**config.mk**
```make
export PLATFORM = sky130hd
export DESIGN_NAME = csa_wide_add_seq
export DESIGN_NICKNAME = d
export VERILOG_FILES = /design/src/rtl/csa_seq_pkg.sv /design/src/rtl/sixteen_bits_select_adder.sv /design/src/rtl/csa_wide_add_seq.sv
export SDC_FILE = /design/constraint.sdc
export NUM_CORES = 1
export LEC_CHECK = 0
export ABC_AREA = 1
export CORE_MARGIN = 2
export CORE_UTILIZATION = 40
export DETAILED_ROUTE_END_ITERATION = 10
export PLACE_DENSITY_LB_ADDON = 0.2
export SLEW_MARGIN = 20
export SYNTH_ARGS = -nofsm -noshare
export SYNTH_HDL_FRONTEND = slang
export SYNTH_SLANG_ARGS = --single-unit
export TNS_END_PERCENT = 1
```
**constraint.sdc**
```tcl
create_clock -name clk -period 15.7 [get_ports clk]
set_clock_uncertainty 0.15 [all_clocks]
set_input_delay 2.355 -clock clk [delete_from_list [all_inputs] [get_ports clk]]
set_output_delay 2.355 -clock clk [all_outputs]
set_load 0.02 [all_outputs]
```
**src/rtl/csa_seq_pkg.sv**
```systemverilog
// Shared types and constants for the wide carry-select add sequencer.
package csa_seq_pkg;

  localparam int WORD_W    = 16;
  localparam int WORDS_MAX = 16;

  typedef enum logic [1:0] {
    IDLE,
    RUN,
    DONE
  } state_t;

endpackage

```
**src/rtl/sixteen_bits_select_adder.sv**
```systemverilog
// 16-bit carry-select adder: four 4-bit blocks, each precomputing both carry
// outcomes so the carry chain is only a row of muxes.
module sixteen_bits_select_adder (
  input  logic [15:0] A,
  input  logic [15:0] B,
  input  logic        Cin,
  output logic [15:0] S,
  output logic        Cout
);

  logic [4:0] blk_carry;

  assign blk_carry[0] = Cin;

  for (genvar g = 0; g < 4; g++) begin : g_blk
    logic [4:0] sum0;
    logic [4:0] sum1;

    // Both speculative sums are ready before the incoming carry arrives.
    assign sum0 = {1'b0, A[g*4 +: 4]} + {1'b0, B[g*4 +: 4]};
    assign sum1 = sum0 + 5'd1;

    assign S[g*4 +: 4]     = blk_carry[g] ? sum1[3:0] : sum0[3:0];
    assign blk_carry[g+1]  = blk_carry[g] ? sum1[4]   : sum0[4];
  end

  assign Cout = blk_carry[4];

endmodule

```
**src/rtl/csa_wide_add_seq.sv**
```systemverilog
// Wide add (optionally subtract with CSA_SEQ_SUB_EN) built from one 16-bit
// carry-select adder, processing one word per cycle, least significant first.
module csa_wide_add_seq
  import csa_seq_pkg::*;
#(
  parameter int WORDS = 4
) (
  input  logic                      clk,
  input  logic                      rst,
  input  logic                      req_valid,
  output logic                      req_ready,
  input  logic                      req_cin,
`ifdef CSA_SEQ_SUB_EN
  input  logic                      req_sub,
`endif
  input  logic [WORD_W*WORDS-1:0]   req_a,
  input  logic [WORD_W*WORDS-1:0]   req_b,
  output logic                      res_valid,
  input  logic                      res_ready,
  output logic [WORD_W*WORDS-1:0]   res_sum,
  output logic                      res_cout
);

  localparam int               IDX_W    = (WORDS > 1) ? $clog2(WORDS) : 1;
  localparam logic [IDX_W-1:0] LAST_IDX = IDX_W'(WORDS - 1);

  state_t                    state;
  logic [WORD_W*WORDS-1:0]   a_q;
  logic [WORD_W*WORDS-1:0]   b_q;
  logic                      carry;
  logic [IDX_W-1:0]          idx;

  logic [WORD_W-1:0]         word_a;
  logic [WORD_W-1:0]         word_b_raw;
  logic [WORD_W-1:0]         word_b;
  logic [WORD_W-1:0]         word_s;
  logic                      word_cout;

  assign word_a     = a_q[idx*WORD_W +: WORD_W];
  assign word_b_raw = b_q[idx*WORD_W +: WORD_W];

`ifdef CSA_SEQ_SUB_EN
  logic sub_q;

  // Subtraction is a + ~b + 1; the +1 comes from the preloaded carry.
  assign word_b = sub_q ? ~word_b_raw : word_b_raw;
`else
  assign word_b = word_b_raw;
`endif

  sixteen_bits_select_adder u_adder (
    .A    (word_a),
    .B    (word_b),
    .Cin  (carry),
    .S    (word_s),
    .Cout (word_cout)
  );

  // Handshake flags are registered alongside the state so no input reaches
  // an output combinationally.
  always_ff @(posedge clk or posedge rst) begin
    if (rst) begin
      state     <= IDLE;
      req_ready <= 1'b1;
      res_valid <= 1'b0;
      res_sum   <= '0;
      res_cout  <= 1'b0;
      carry     <= 1'b0;
      idx       <= '0;
      a_q       <= '0;
      b_q       <= '0;
`ifdef CSA_SEQ_SUB_EN
      sub_q     <= 1'b0;
`endif
    end else begin
      case (state)
        IDLE: begin
          if (req_valid) begin
            a_q       <= req_a;
            b_q       <= req_b;
`ifdef CSA_SEQ_SUB_EN
            sub_q     <= req_sub;
            carry     <= req_sub ? 1'b1 : req_cin;
`else
            carry     <= req_cin;
`endif
            idx       <= '0;
            req_ready <= 1'b0;
            state     <= RUN;
          end
        end

        RUN: begin
          res_sum[idx*WORD_W +: WORD_W] <= word_s;
          carry                         <= word_cout;
          if (idx == LAST_IDX) begin
            idx       <= '0;
            res_cout  <= word_cout;
            res_valid <= 1'b1;
            state     <= DONE;
          end else begin
            idx <= idx + 1'b1;
          end
        end

        DONE: begin
          if (res_ready) begin
            res_valid <= 1'b0;
            req_ready <= 1'b1;
            state     <= IDLE;
          end
        end

        default: begin
          res_valid <= 1'b0;
          req_ready <= 1'b1;
          state     <= IDLE;
        end
      endcase
    end
  end

endmodule

```
Word-level counts from Yosys, hierarchy flattened
Index checks and enable logic that the tools add are counted.
{"block": "word_totals", "elab_cells": 63, "out_inout_bits": 67, "ff_bits": 200, "input_bits": 133}
{"block": "op_classes", "muxes": 24, "n_addsub": 10, "reduce_logical": 8, "n_bitwise": 2, "n_shift": 4, "n_eq_ne": 6}
{"operator": "$shiftx 64x7->16", "n": 2}
{"operator": "$bwmux 64", "n": 1}
{"operator": "$shift 16x34->64 const A", "n": 1}
{"operator": "$shiftx 16x34->64", "n": 1}
{"operator": "$neg 6->34", "n": 1}
{"operator": "$add 4x4->5", "n": 4}
{"operator": "$add 5x1->5 const B", "n": 4}
{"operator": "$mux 4", "n": 4}
{"operator": "$mux 2", "n": 5}
{"operator": "$mux 1", "n": 9}
{"operator": "$reduce_and 3->1", "n": 3}
{"operator": "$ne 2x2->1 const B", "n": 3}
{"operator": "$pmux 1 s3", "n": 2}
{"operator": "$pmux 2 s3", "n": 1}
{"operator": "$reduce_and 2->1", "n": 3}
{"operator": "$eq 2x2->1 const B", "n": 2}
{"operator": "$pmux 2 s2", "n": 1}
{"operator": "$add 2x1->2 const B", "n": 1}
{"operator": "$eq 2x1->1 const B", "n": 1}
{"operator": "$logic_not 2->1", "n": 1}
{"operator": "$not 1->1", "n": 2}
{"operator": "$pmux 1 s2", "n": 1}
{"operator": "$reduce_bool 2->1", "n": 1}

Longest topological paths before layout
Gate-level depths: netlist (run 1).
{"block": "depth", "depth_word": 9, "depth_mapped": 23, "ltp_nobuf": 21}

By module
Synthesis (run 1) repeated with hierarchy kept, for this count alone.
{"block": "hier_totals", "hier_cells": 1295, "area_unflattened_um2": 9979.6}
{"mod": "csa_wide_add_seq", "instances": 1, "seq_area_each_um2": 5006.1, "area_each_um2": 8948.6, "cells_per_inst": 1132}
{"mod": "sixteen_bits_select_adder", "instances": 1, "seq_area_each_um2": 0.0, "area_each_um2": 1031.0, "cells_per_inst": 163}

Least setup slack after synthesis (run 1)
Ideal clock, no wire load.
{"block": "synth_timing", "kind": "input port to flip-flop", "startpoint": "input port req_valid", "endpoint": "register b_q[21]", "setup_time_ns": 0.066, "t_required_ns": 15.484, "n_path_buf": 2, "t_arrival_ns": 3.303, "path_stages": 6, "setup_slack_ns": 12.182, "cell_sequence": "nand2_1 -> inv_2 -> clkbuf_1 -> buf_1 -> nand2_1 -> nand2_1"}
{"block": "synth_via", "elab_chain_cells": 1}
{"element": "start: declaration", "line_no": "csa_wide_add_seq.sv:10", "source": "input logic req_valid,"}
{"element": "$reduce_and 2->1 (no source line)"}
{"element": "end signal: assignment", "line_no": "csa_wide_add_seq.sv:80", "source": "b_q <= req_b;"}
{"element": "end: declaration", "line_no": "csa_wide_add_seq.sv:29", "source": "logic [WORD_W*WORDS-1:0] b_q;"}
Every way passes these cells.
A chain may end at the register's enable or synchronous reset.

Worst setup path in the final report (run 1)
{"block": "layout_timing", "startpoint": "input port req_valid", "endpoint": "register b_q[13]"}
The elaborated chain is that of the path after synthesis.

==> results of run 1 <==
## cells in the final DEF (no fill, tap or decap), types with 3 or more instances in the layout
cell / instances
nand2_1: 537
clkdlybuf4s50_1: 199
dfrtp_1: 198
o21ai_0: 92
nor2_1: 83
inv_1: 58
nand3_1: 33
o22ai_1: 28
ha_1: 26
clkbuf_16: 17
nand2_2: 10
a22o_1: 10
a21oi_1: 9
xor2_1: 8
nor2_2: 7
nand4_1: 7
nand2_4: 6
xnor2_1: 5
buf_4: 5
nand3_2: 4
a32oi_1: 4
inv_8: 4
fa_1: 4
clkinv_4: 3
clkinvlp_4: 3
## critical path, stage by stage
cell and delay, ns:
clkdlybuf4s50_1 0.50, nand2_4 0.33, inv_4 0.35, buf_6 0.59, o21ai_0 0.18
## per-layer routing
layer  GRT usage  routed length, um  vias to the layer above
met5           0                  0                        -
met3      0.0341               1150                       24
met2       0.329              11600                      221
met4      0.0587                406                        0
met1       0.290              12300                     3883
li1            -                  -                     4159
## logic make-up after synthesis
family                     Yosys count
adders and majority gates           30
buffers and inverters              119
AOI/OAI and AO/OA                  150
xor gates and xnor gates            13
DFF                                200
and+or+nand+nor                    693
## sequential cells by signal (all words and copies together), names as in the netlist
register,cells
res_cout,1
a_q,64
res_sum,64
state,2
req_ready,1
res_valid,1
idx,2
carry,1
b_q,64
## cells in the mapped netlist (all sizes together)
cell type,number
clkinv,1
nor2,91
dfrtp,199
buf,14
o22ai,28
nor4,1
a32oi,4
inv,63
a31oi,1
nand4,8
xor2,8
a22o,10
nand2,553
o211ai,2
clkbuf,41
o21ai,95
ha,26
xnor2,5
nand3,38
fa,4
nor3,2
a21oi,9
o21bai,1
dfstp,1
## path summary, 6_finish.rpt
| path | cells past startpoint | to | from |
|---|---|---|---|
| max | 5 | b_q[13]$_DFFE_PP0P_ | req_valid |
| min | 2 | req_ready$_DFFE_PP1P_ | req_ready$_DFFE_PP1P_ |
| max reg2reg | 20 | res_sum[63]$_DFFE_PP0P_ | idx[0]$_DFFE_PP0P_ |
| min reg2reg | 2 | req_ready$_DFFE_PP1P_ | req_ready$_DFFE_PP1P_ |
| max in group asynchronous | 3 | idx[0]$_DFFE_PP0P_ | rst |
| min in group asynchronous | 2 | res_sum[31]$_DFFE_PP0P_ | rst |
## per-stage QoR
stage	std cells	instance area [um2]
3_3_place_gp	1675	11900
3_5_place_dp	1675	11900
4_1_cts	1707	12500
2_1_floorplan	1205	9670
5_1_grt	1707	12500
6_report	1707	12500
## final cells by class
class / count / area [um2]
inverters: 64 / 253
clock inverters: 14 / 140
clock buffers: 18 / 439
well taps: 319 / 399
fillers: 2264 / 11100
flip-flops and latches: 200 / 5010
multi-input cells: 886 / 4200
repair buffers: 206 / 2050
==> results.ini, run 1 <==
[outcome]
outcome=complete, no violations

[logic_synthesis]
synth_compound_area_frac=0.0884
synthSimpleGateAreaFrac=0.292
syn-num-nets=1368
seq_area_frac_synth=0.518
synthTopCellsByArea=dfrtp_1 52%, nand2_1 21%, o21ai_0 4.8%
synth-adder-area-share=0.0419
synth.yosys.warnings=0
netlist.top_cell.by_area=dfrtp_1
yosys.area_share.xor_xnor=0.0118
ys_types=39
syn_area_per_cell_um2=8.02
synth_top_area_share=0.515
synth_top_family_by_area=simple AND/OR/NAND/NOR gates
synth-seq-cells=200
muxShareOfSynthArea=0
syn_area_um2=9670
synthCells=1205

[setup_path]
crit_required_ns=15.83
crit_path_start_kind=primary input
crit_arrival_ns=4.46
setup.worst_path.end_class=flop
r2r_slack_ns=11.39
worst-path-max-fanout=110
crit_type=in2reg

[run]
cap_violations=0

[timing]
report.final.slew_viol_count=0
slew_headroom=0.423
setup_viol=0
fin_setup_tns_ns=0
max_freq_ghz=0.231
rsz0062_at_grt=no
hold_viol_final=0
worst_slack_ns=11.36
period_minus_slack_ns=4.34
fin_crit_sh=0.276
worst_pin_slew_ns=0.865
hold_ws_ns=0.321

[floorplanning]
boundaryPins=200
die_y_um=159
dieWidth_um=159
fp.coreArea_um2=23600
start_util=0.409
dieArea_um2=25400
fp-row-count=56

[clock_network]
post_cts_buffers=0
cts-root-buf=clkbuf_16
path_clk_slew_ns=0.08
cts-buffers-inserted=17
cts-resized-gates=0
clkLatencyLatePin_ns=0.44
clk_path_buf_depth=2
cts.sinks=200
postCtsHoldBufs=0
cts_tree=done
h-tree-depth=4

[routing]
vias=8287
via_per_inst=4.85
drt_iter0_drc=470
wl_mm=25.5
drcViolationCount=0
drt-pass1-iter-count=7
ant_nets=0
wire_per_inst_um=15.0

[worst_hold_path]
holdCritPathClass=reg2reg

[placed_design]
io_buffers=199
detailed_place_hpwl_mm=17.7
dpl_worst_slack_ns=10.67
gp_congestion=0.792

[grt]
overflow=0
grtUsageTotal=0.206
grt_pass1_wl_mm=42.4
antenna_found_initial=0
grt_pass1_vias=8196
grt_max_degree=124

[final_layout]
nNetsFinal=1538
drive_above_1_share=0.0576
area_delta_synth_final_pct=29.2
diodes=0
finish.utilization=0.529

Power of run 1 is not shown: default switching activity piles up to over one toggle a cycle in this logic, so the estimate is an artifact.
==> run 2: changes to the inputs <==
==> constraint.sdc (replaced) <==
create_clock -name clk -period 4.09 [get_ports clk]
set_clock_uncertainty 0.15 [all_clocks]
set_input_delay 0.6135 -clock clk [delete_from_list [all_inputs] [get_ports clk]]
set_output_delay 0.6135 -clock clk [all_outputs]
set_load 0.02 [all_outputs]
==> run 2 against run 1 <==
Effect of this change:
- non-clock buffer count rose by 5
- critical path depth is 13 higher
- register-to-register slack worse by 11 ns
- design area grew 0.40%
- clock-buffer cell count up 3
- die area unchanged
- cell count grew 0.29%
- first-iteration DRC count increased by 34%
- critical path type is now reg2reg
==> results.ini, run 2 (synthesis results as in run 1) <==
[timing]
max_freq_ghz=0.279
rsz0062_at_grt=no  ; unchanged
fin_setup_tns_ns=0  ; unchanged
fin_crit_sh=0.875
period_minus_slack_ns=3.58
setup_viol=0  ; unchanged
worst_pin_slew_ns=0.924  ; was 0.865 ns
hold_viol_final=0  ; unchanged
report.final.slew_viol_count=0  ; unchanged
slew_headroom=0.384  ; was 0.423

[setup_path]
setup.worst_path.end_class=flop  ; unchanged
worstSetupEndpoint=res_sum[57]$_DFFE_PP0P_  ; was b_q[13]$_DFFE_PP0P_
r2r-start=idx[0]$_DFFE_PP0P_  ; unchanged
r2r_slack_ns=0.51  ; was 11.39 ns
crit_required_ns=4.30  ; was 15.83 ns
crit_type=reg2reg  ; was in2reg
worstReg2RegEnd=res_sum[57]$_DFFE_PP0P_  ; was res_sum[63]$_DFFE_PP0P_
crit_path_start_kind=flop  ; was primary input
crit_path_start=idx[0]$_DFFE_PP0P_  ; was req_valid
r2r_cells=18  ; was 20
crit_arrival_ns=3.79  ; was 4.46 ns
worst-path-max-fanout=47  ; was 110

[routing]
drt-pass1-iter-count=5  ; was 7
wire_per_inst_um=15.0  ; about the same
wl_mm=25.6  ; was 25.5 mm
vias=8354  ; was 8287
drt_iter0_drc=631  ; was 470
drcViolationCount=0  ; unchanged
via_per_inst=4.88  ; was 4.85
ant_nets=0  ; unchanged

[grt]
grt_max_degree=91  ; was 124
grtUsageTotal=0.208  ; was 0.206
grt_pass1_wl_mm=42.8  ; was 42.4 mm
antenna_found_initial=0  ; unchanged
grt_pass1_vias=8313  ; was 8196
overflow=0  ; unchanged

[floorplanning]
boundaryPins=200  ; unchanged
dieArea_um2=25400  ; unchanged
die_y_um=159  ; unchanged
dieWidth_um=159  ; unchanged
fp-row-count=56  ; unchanged
fp.coreArea_um2=23600  ; unchanged
start_util=0.409  ; unchanged

[outcome]
outcome=complete, no violations  ; unchanged

[final_layout]
nNetsFinal=1543  ; was 1538
diodes=0  ; unchanged
reg.largest.list=a_q: 64 flops, b_q: 64 flops, res_sum: 64 flops  ; unchanged
mostFrequentLayoutCells=537 x nand2_1, 199 x clkdlybuf4s50_1, 198 x dfrtp_1, 92 x o21ai_0, 83 x nor2_1  ; unchanged
area_delta_synth_final_pct=29.7  ; was 29.2%
drive_above_1_share=0.0581  ; was 0.0576
final_common_cell=nand2_1  ; unchanged
fill_cells=2260  ; was 2264

[placed_design]
detailed_place_hpwl_mm=18.7  ; was 17.7 mm
gp_congestion=0.829  ; was 0.792
io_buffers=199  ; unchanged

[clock_network]
cts_tree=done  ; unchanged
post_cts_buffers=0  ; unchanged
cts-root-buf=clkbuf_16  ; unchanged
cts-buffers-inserted=17  ; unchanged
cts.sinks=200  ; unchanged
h-tree-depth=4  ; unchanged
clk_path_buf_depth=2  ; unchanged
path_clk_slew_ns=0.07  ; was 0.08 ns
postCtsHoldBufs=0  ; unchanged
clkLatencyLatePin_ns=0.44  ; about the same
cts-resized-gates=0  ; unchanged

[worst_hold_path]
holdCritPathClass=in2async  ; was reg2reg

[run]
cap_violations=0  ; unchanged

==> run 2: cell count changes in the layout (fill, tap and decap cells not counted) <==
| cell | before | now |
|---|---|---|
| buf_6 | 2 | 0 |
| bufinv_16 | 1 | 2 |
| inv_8 | 4 | 0 |
| inv_6 | 2 | 1 |
| buf_12 | 0 | 3 |
| clkinv_2 | 2 | 3 |
| buf_4 | 5 | 9 |
| clkbuf_1 | 0 | 4 |
| clkbuf_8 | 1 | 0 |
==> run 2: critical path, cell delays in order (launching register included) <==
cell and delay, ns:
dfrtp_2 0.42, buf_4 0.30, o21ai_0 0.21, o22ai_1 0.10
ha_1 0.23, fa_1 0.55, ha_1 0.18, nand2_2 0.09
nor2_4 0.14, nand3_1 0.10, nand2_2 0.12, nand3_2 0.15
nand2_4 0.16, inv_4 0.06, o21ai_2 0.16, nand2_1 0.12
nor2_2 0.13, nand2_1 0.06, nand2_1 0.07
==> run 2: cell type report <==
cell class              instances  area (um2)  area share
clock inverters                11         125     0.00998
flip-flops and latches        200        5010       0.399
repair buffers                211        2120       0.169
multi-input cells             886        4200       0.335
clock buffers                  21         440      0.0351
inverters                      64         249      0.0199
well taps                     319         399      0.0318
==> run 2: through the flow <==
| stage | util | hold slack (ns) | instance area (um2) | instances | setup slack, ns |
|---|---|---|---|---|---|
| 3_3_place_gp | 0.507 | 0.307 | 12000 | 1680 | 0.661 |
| 2_1_floorplan | - | 0.294 | 9670 | 1205 | 0.607 |
| 5_1_grt | 0.531 | 0.319 | 12500 | 1712 | 0.199 |
| 4_1_cts | 0.531 | 0.302 | 12500 | 1712 | 0.538 |
| 6_report | 0.531 | 0.315 | 12500 | 1712 | 0.509 |
| 3_5_place_dp | 0.507 | 0.310 | 12000 | 1680 | 0.565 |
==> run 2: worst min-delay path by stage <==
| stage | endpoint | slack (ns) | depth (start not counted) |
|---|---|---|---|
| 2_1_floorplan | a_q[32]$_DFFE_PP0P_ | 0.29 | 2 |
| 3_3_place_gp | a_q[31]$_DFFE_PP0P_ | 0.31 | 2 |
| 3_5_place_dp | b_q[39]$_DFFE_PP0P_ | 0.31 | 2 |
| 4_1_cts | res_sum[27]$_DFFE_PP0P_ | 0.30 | 2 |
| 5_1_grt | res_sum[27]$_DFFE_PP0P_ | 0.32 | 2 |
| 6_report | res_sum[43]$_DFFE_PP0P_ | 0.31 | 2 |
==> run 2: routing by layer <==
layer  GRT usage  wire (um)
met5           0          0
met1       0.299      12300
met4      0.0512        295
met2       0.326      11600
met3      0.0396       1460
Power of run 2 is left out for the same reason.
==> run 3: changes to the inputs <==
--- a/config.mk
+++ b/config.mk
@@ -9,6 +9,7 @@
 export CORE_MARGIN = 2
 export CORE_UTILIZATION = 40
 export DETAILED_ROUTE_END_ITERATION = 10
+export DONT_BUFFER_PORTS = 1
 export PLACE_DENSITY_LB_ADDON = 0.2
 export SLEW_MARGIN = 20
 export SYNTH_ARGS = -nofsm -noshare
==> run 3 against run 2 <==
Effect of this change:
- register-to-register slack improved by 0.05 ns
- global-route usage shrank 0.42 points
- non-clock buffer count decreased by 198
- utilization decreased by 8.1 points
- via count is 9.0% lower
- fmax is 1.5% higher
- sequential cell count unchanged
- hold slack worse by 0.18 ns
- largest cell class unchanged
==> results.ini, run 3 (synthesis results as in run 1) <==
[grt]
overflow=0  ; unchanged
antenna_found_initial=1  ; was 0
grt_max_degree=127  ; was 91
grt_pass1_wl_mm=41.3  ; was 42.8 mm
grtUsageTotal=0.204  ; was 0.208
grt_pass1_vias=7622  ; was 8313

[routing]
via_per_inst=5.02  ; was 4.88
dr_wl_met3_mm=1.72  ; was 1.46 mm
wl_met2_mm=11.0  ; was 11.6 mm
drt_iter0_drc=619  ; was 631
drt-pass1-iter-count=5  ; unchanged
drcViolationCount=0  ; unchanged
wl_mm=25.3  ; was 25.6 mm
top_layer_used=met4  ; unchanged
wire_per_inst_um=16.7  ; was 15.0 um
ant_nets=0  ; unchanged
met1Wirelength_mm=12.4  ; was 12.3 mm
vias=7599  ; was 8354

[setup_path]
worst-path-max-fanout=37  ; was 47
crit_buf_inv=3  ; was 2
setup.worst_path.end_class=flop  ; unchanged
crit_required_ns=4.31  ; was 4.30 ns
crit_path_cell_trace=inv_2 -> buf_12 -> nor2_1 -> o22ai_1 -> ha_1 -> fa_1 -> ha_1 -> nand2_2 -> nor2_4 -> nand3_1 -> nand2_2 -> nand2_4 -> nand2_4 -> nand2_4 -> inv_4 -> o21ai_2 -> nand2_1 -> nor2_2 -> nand2_1 -> nand2_1  ; was buf_4 -> o21ai_0 -> o22ai_1 -> ha_1 -> fa_1 -> ha_1 -> nand2_2 -> nor2_4 -> nand3_1 -> nand2_2 -> nand3_2 -> nand2_4 -> inv_4 -> o21ai_2 -> nand2_1 -> nor2_2 -> nand2_1 -> nand2_1
crit_slowest_cell=fa_1  ; unchanged
crit_type=reg2reg  ; unchanged
crit_arrival_ns=3.75  ; was 3.79 ns
crit_path_start_kind=flop  ; unchanged
path_delay_family=simple AND/OR/NAND/NOR gates  ; unchanged
max_stage_delay_ns=0.47  ; was 0.55 ns

[floorplanning]
die_y_um=159  ; unchanged
dieWidth_um=159  ; unchanged
dieArea_um2=25400  ; unchanged
start_util=0.409  ; unchanged
fp.coreArea_um2=23600  ; unchanged
boundaryPins=200  ; unchanged
fp-row-count=56  ; unchanged

[final_layout]
final_common_cell=nand2_1  ; unchanged
nNetsFinal=1345  ; was 1543
area_delta_synth_final_pct=9.96  ; was 29.7%
regArea_um2=5010  ; unchanged
multi_input_area_um2=4200  ; unchanged
reg.largest.list=a_q: 64 flops, b_q: 64 flops, res_sum: 64 flops  ; unchanged
drive_above_1_share=0.0695  ; was 0.0581
fill_cells=2382  ; was 2260
mostFrequentLayoutCells=537 x nand2_1, 198 x dfrtp_1, 92 x o21ai_0, 83 x nor2_1, 58 x inv_1  ; was 537 x nand2_1, 199 x clkdlybuf4s50_1, 198 x dfrtp_1, 92 x o21ai_0, 83 x nor2_1

[placed_design]
gp_congestion=0.835  ; was 0.829
io_buffers=0  ; was 199
detailed_place_hpwl_mm=18.1  ; was 18.7 mm

[timing]
period_minus_slack_ns=3.53  ; was 3.58 ns
rsz0062_at_grt=no  ; unchanged
report.final.slew_viol_count=0  ; unchanged
fin_crit_sh=0.863  ; was 0.875
slew_headroom=0.440  ; was 0.384
worst_pin_slew_ns=0.839  ; was 0.924 ns
hold_viol_final=0  ; unchanged
setup_viol=0  ; unchanged
max_freq_ghz=0.283  ; was 0.279 GHz
fin_setup_tns_ns=0  ; unchanged

[clock_network]
cts-root-buf=clkbuf_16  ; unchanged
post_cts_buffers=0  ; unchanged
clk_path_buf_depth=2  ; unchanged
cts_tree=done  ; unchanged
cts.sinks=200  ; unchanged
path_clk_slew_ns=0.08  ; was 0.07 ns
cts-resized-gates=0  ; unchanged
cts-buffers-inserted=17  ; unchanged
h-tree-depth=4  ; unchanged
clkLatencyLatePin_ns=0.43  ; was 0.44 ns

[run]
cap_violations=0  ; unchanged

[worst_hold_path]
holdCritPathClass=in2reg  ; was in2async

[outcome]
outcome=complete, no violations  ; unchanged

==> run 3: layout make-up <==
class                      count  area share
sequential                   200       0.471
clock buffer                  19      0.0417
timing repair buffer          13      0.0153
antenna                        1    0.000235
multi-input combinational    886       0.395
clock inverter                12      0.0158
inverter                      64      0.0234
tap                          319      0.0375
==> run 3: worst paths after layout <==
path,from,endpoint,slack [ns],depth (start not counted)
worst max-delay path,idx[0]$_DFFE_PP0P_,res_sum[57]$_DFFE_PP0P_,0.56,20
worst min-delay path,req_a[34],a_q[34]$_DFFE_PP0P_,0.13,2
worst max register to register,idx[0]$_DFFE_PP0P_,res_sum[57]$_DFFE_PP0P_,0.56,20
worst min register to register,b_q[23]$_DFFE_PP0P_,b_q[23]$_DFFE_PP0P_,0.33,2
max in group asynchronous,rst,idx[0]$_DFFE_PP0P_,2.42,3
min in group asynchronous,rst,res_sum[31]$_DFFE_PP0P_,0.42,2
==> run 3: routing by layer <==
metal	vias to the layer above	track usage
met1	3587	0.294
met4	0	0.0483
met3	16	0.0518
met2	224	0.309
met5	-	0
li1	3772	-
==> run 3: stage by stage <==
step / util / hold slack (ns) / cell area [um2] / cells / setup WS, ns
6_report: 0.450 / 0.134 / 10600 / 1514 / 0.561
5_1_grt: 0.450 / 0.119 / 10600 / 1514 / 0.239
4_1_cts: 0.450 / 0.118 / 10600 / 1513 / 0.558
3_5_place_dp: 0.424 / 0.257 / 10000 / 1481 / 0.587
3_3_place_gp: 0.424 / 0.255 / 10000 / 1481 / 0.640
2_1_floorplan: - / 0.294 / 9670 / 1205 / 0.607
==> run 3: worst register-to-register path, cell delays in order (launching register included) <==
cell and delay [ns]:
dfrtp_2 0.44, inv_2 0.25, buf_12 0.24, nor2_1 0.07
o22ai_1 0.18, ha_1 0.22, fa_1 0.47, ha_1 0.23
nand2_2 0.09, nor2_4 0.05, nand3_1 0.09, nand2_2 0.09
nand2_4 0.10, nand2_4 0.08, nand2_4 0.11, inv_4 0.06
o21ai_2 0.17, nand2_1 0.12, nor2_2 0.13, nand2_1 0.06
nand2_1 0.07
==> run 3: timing repair <==
| action | 4_1_cts | 5_1_grt |
|---|---|---|
| endpoints found under the setup margin | 0 | 0 |
| hold buffers | 1 | 0 |
| endpoints found under the hold margin | 3 | 0 |
Power of run 3 is left out for the same reason.
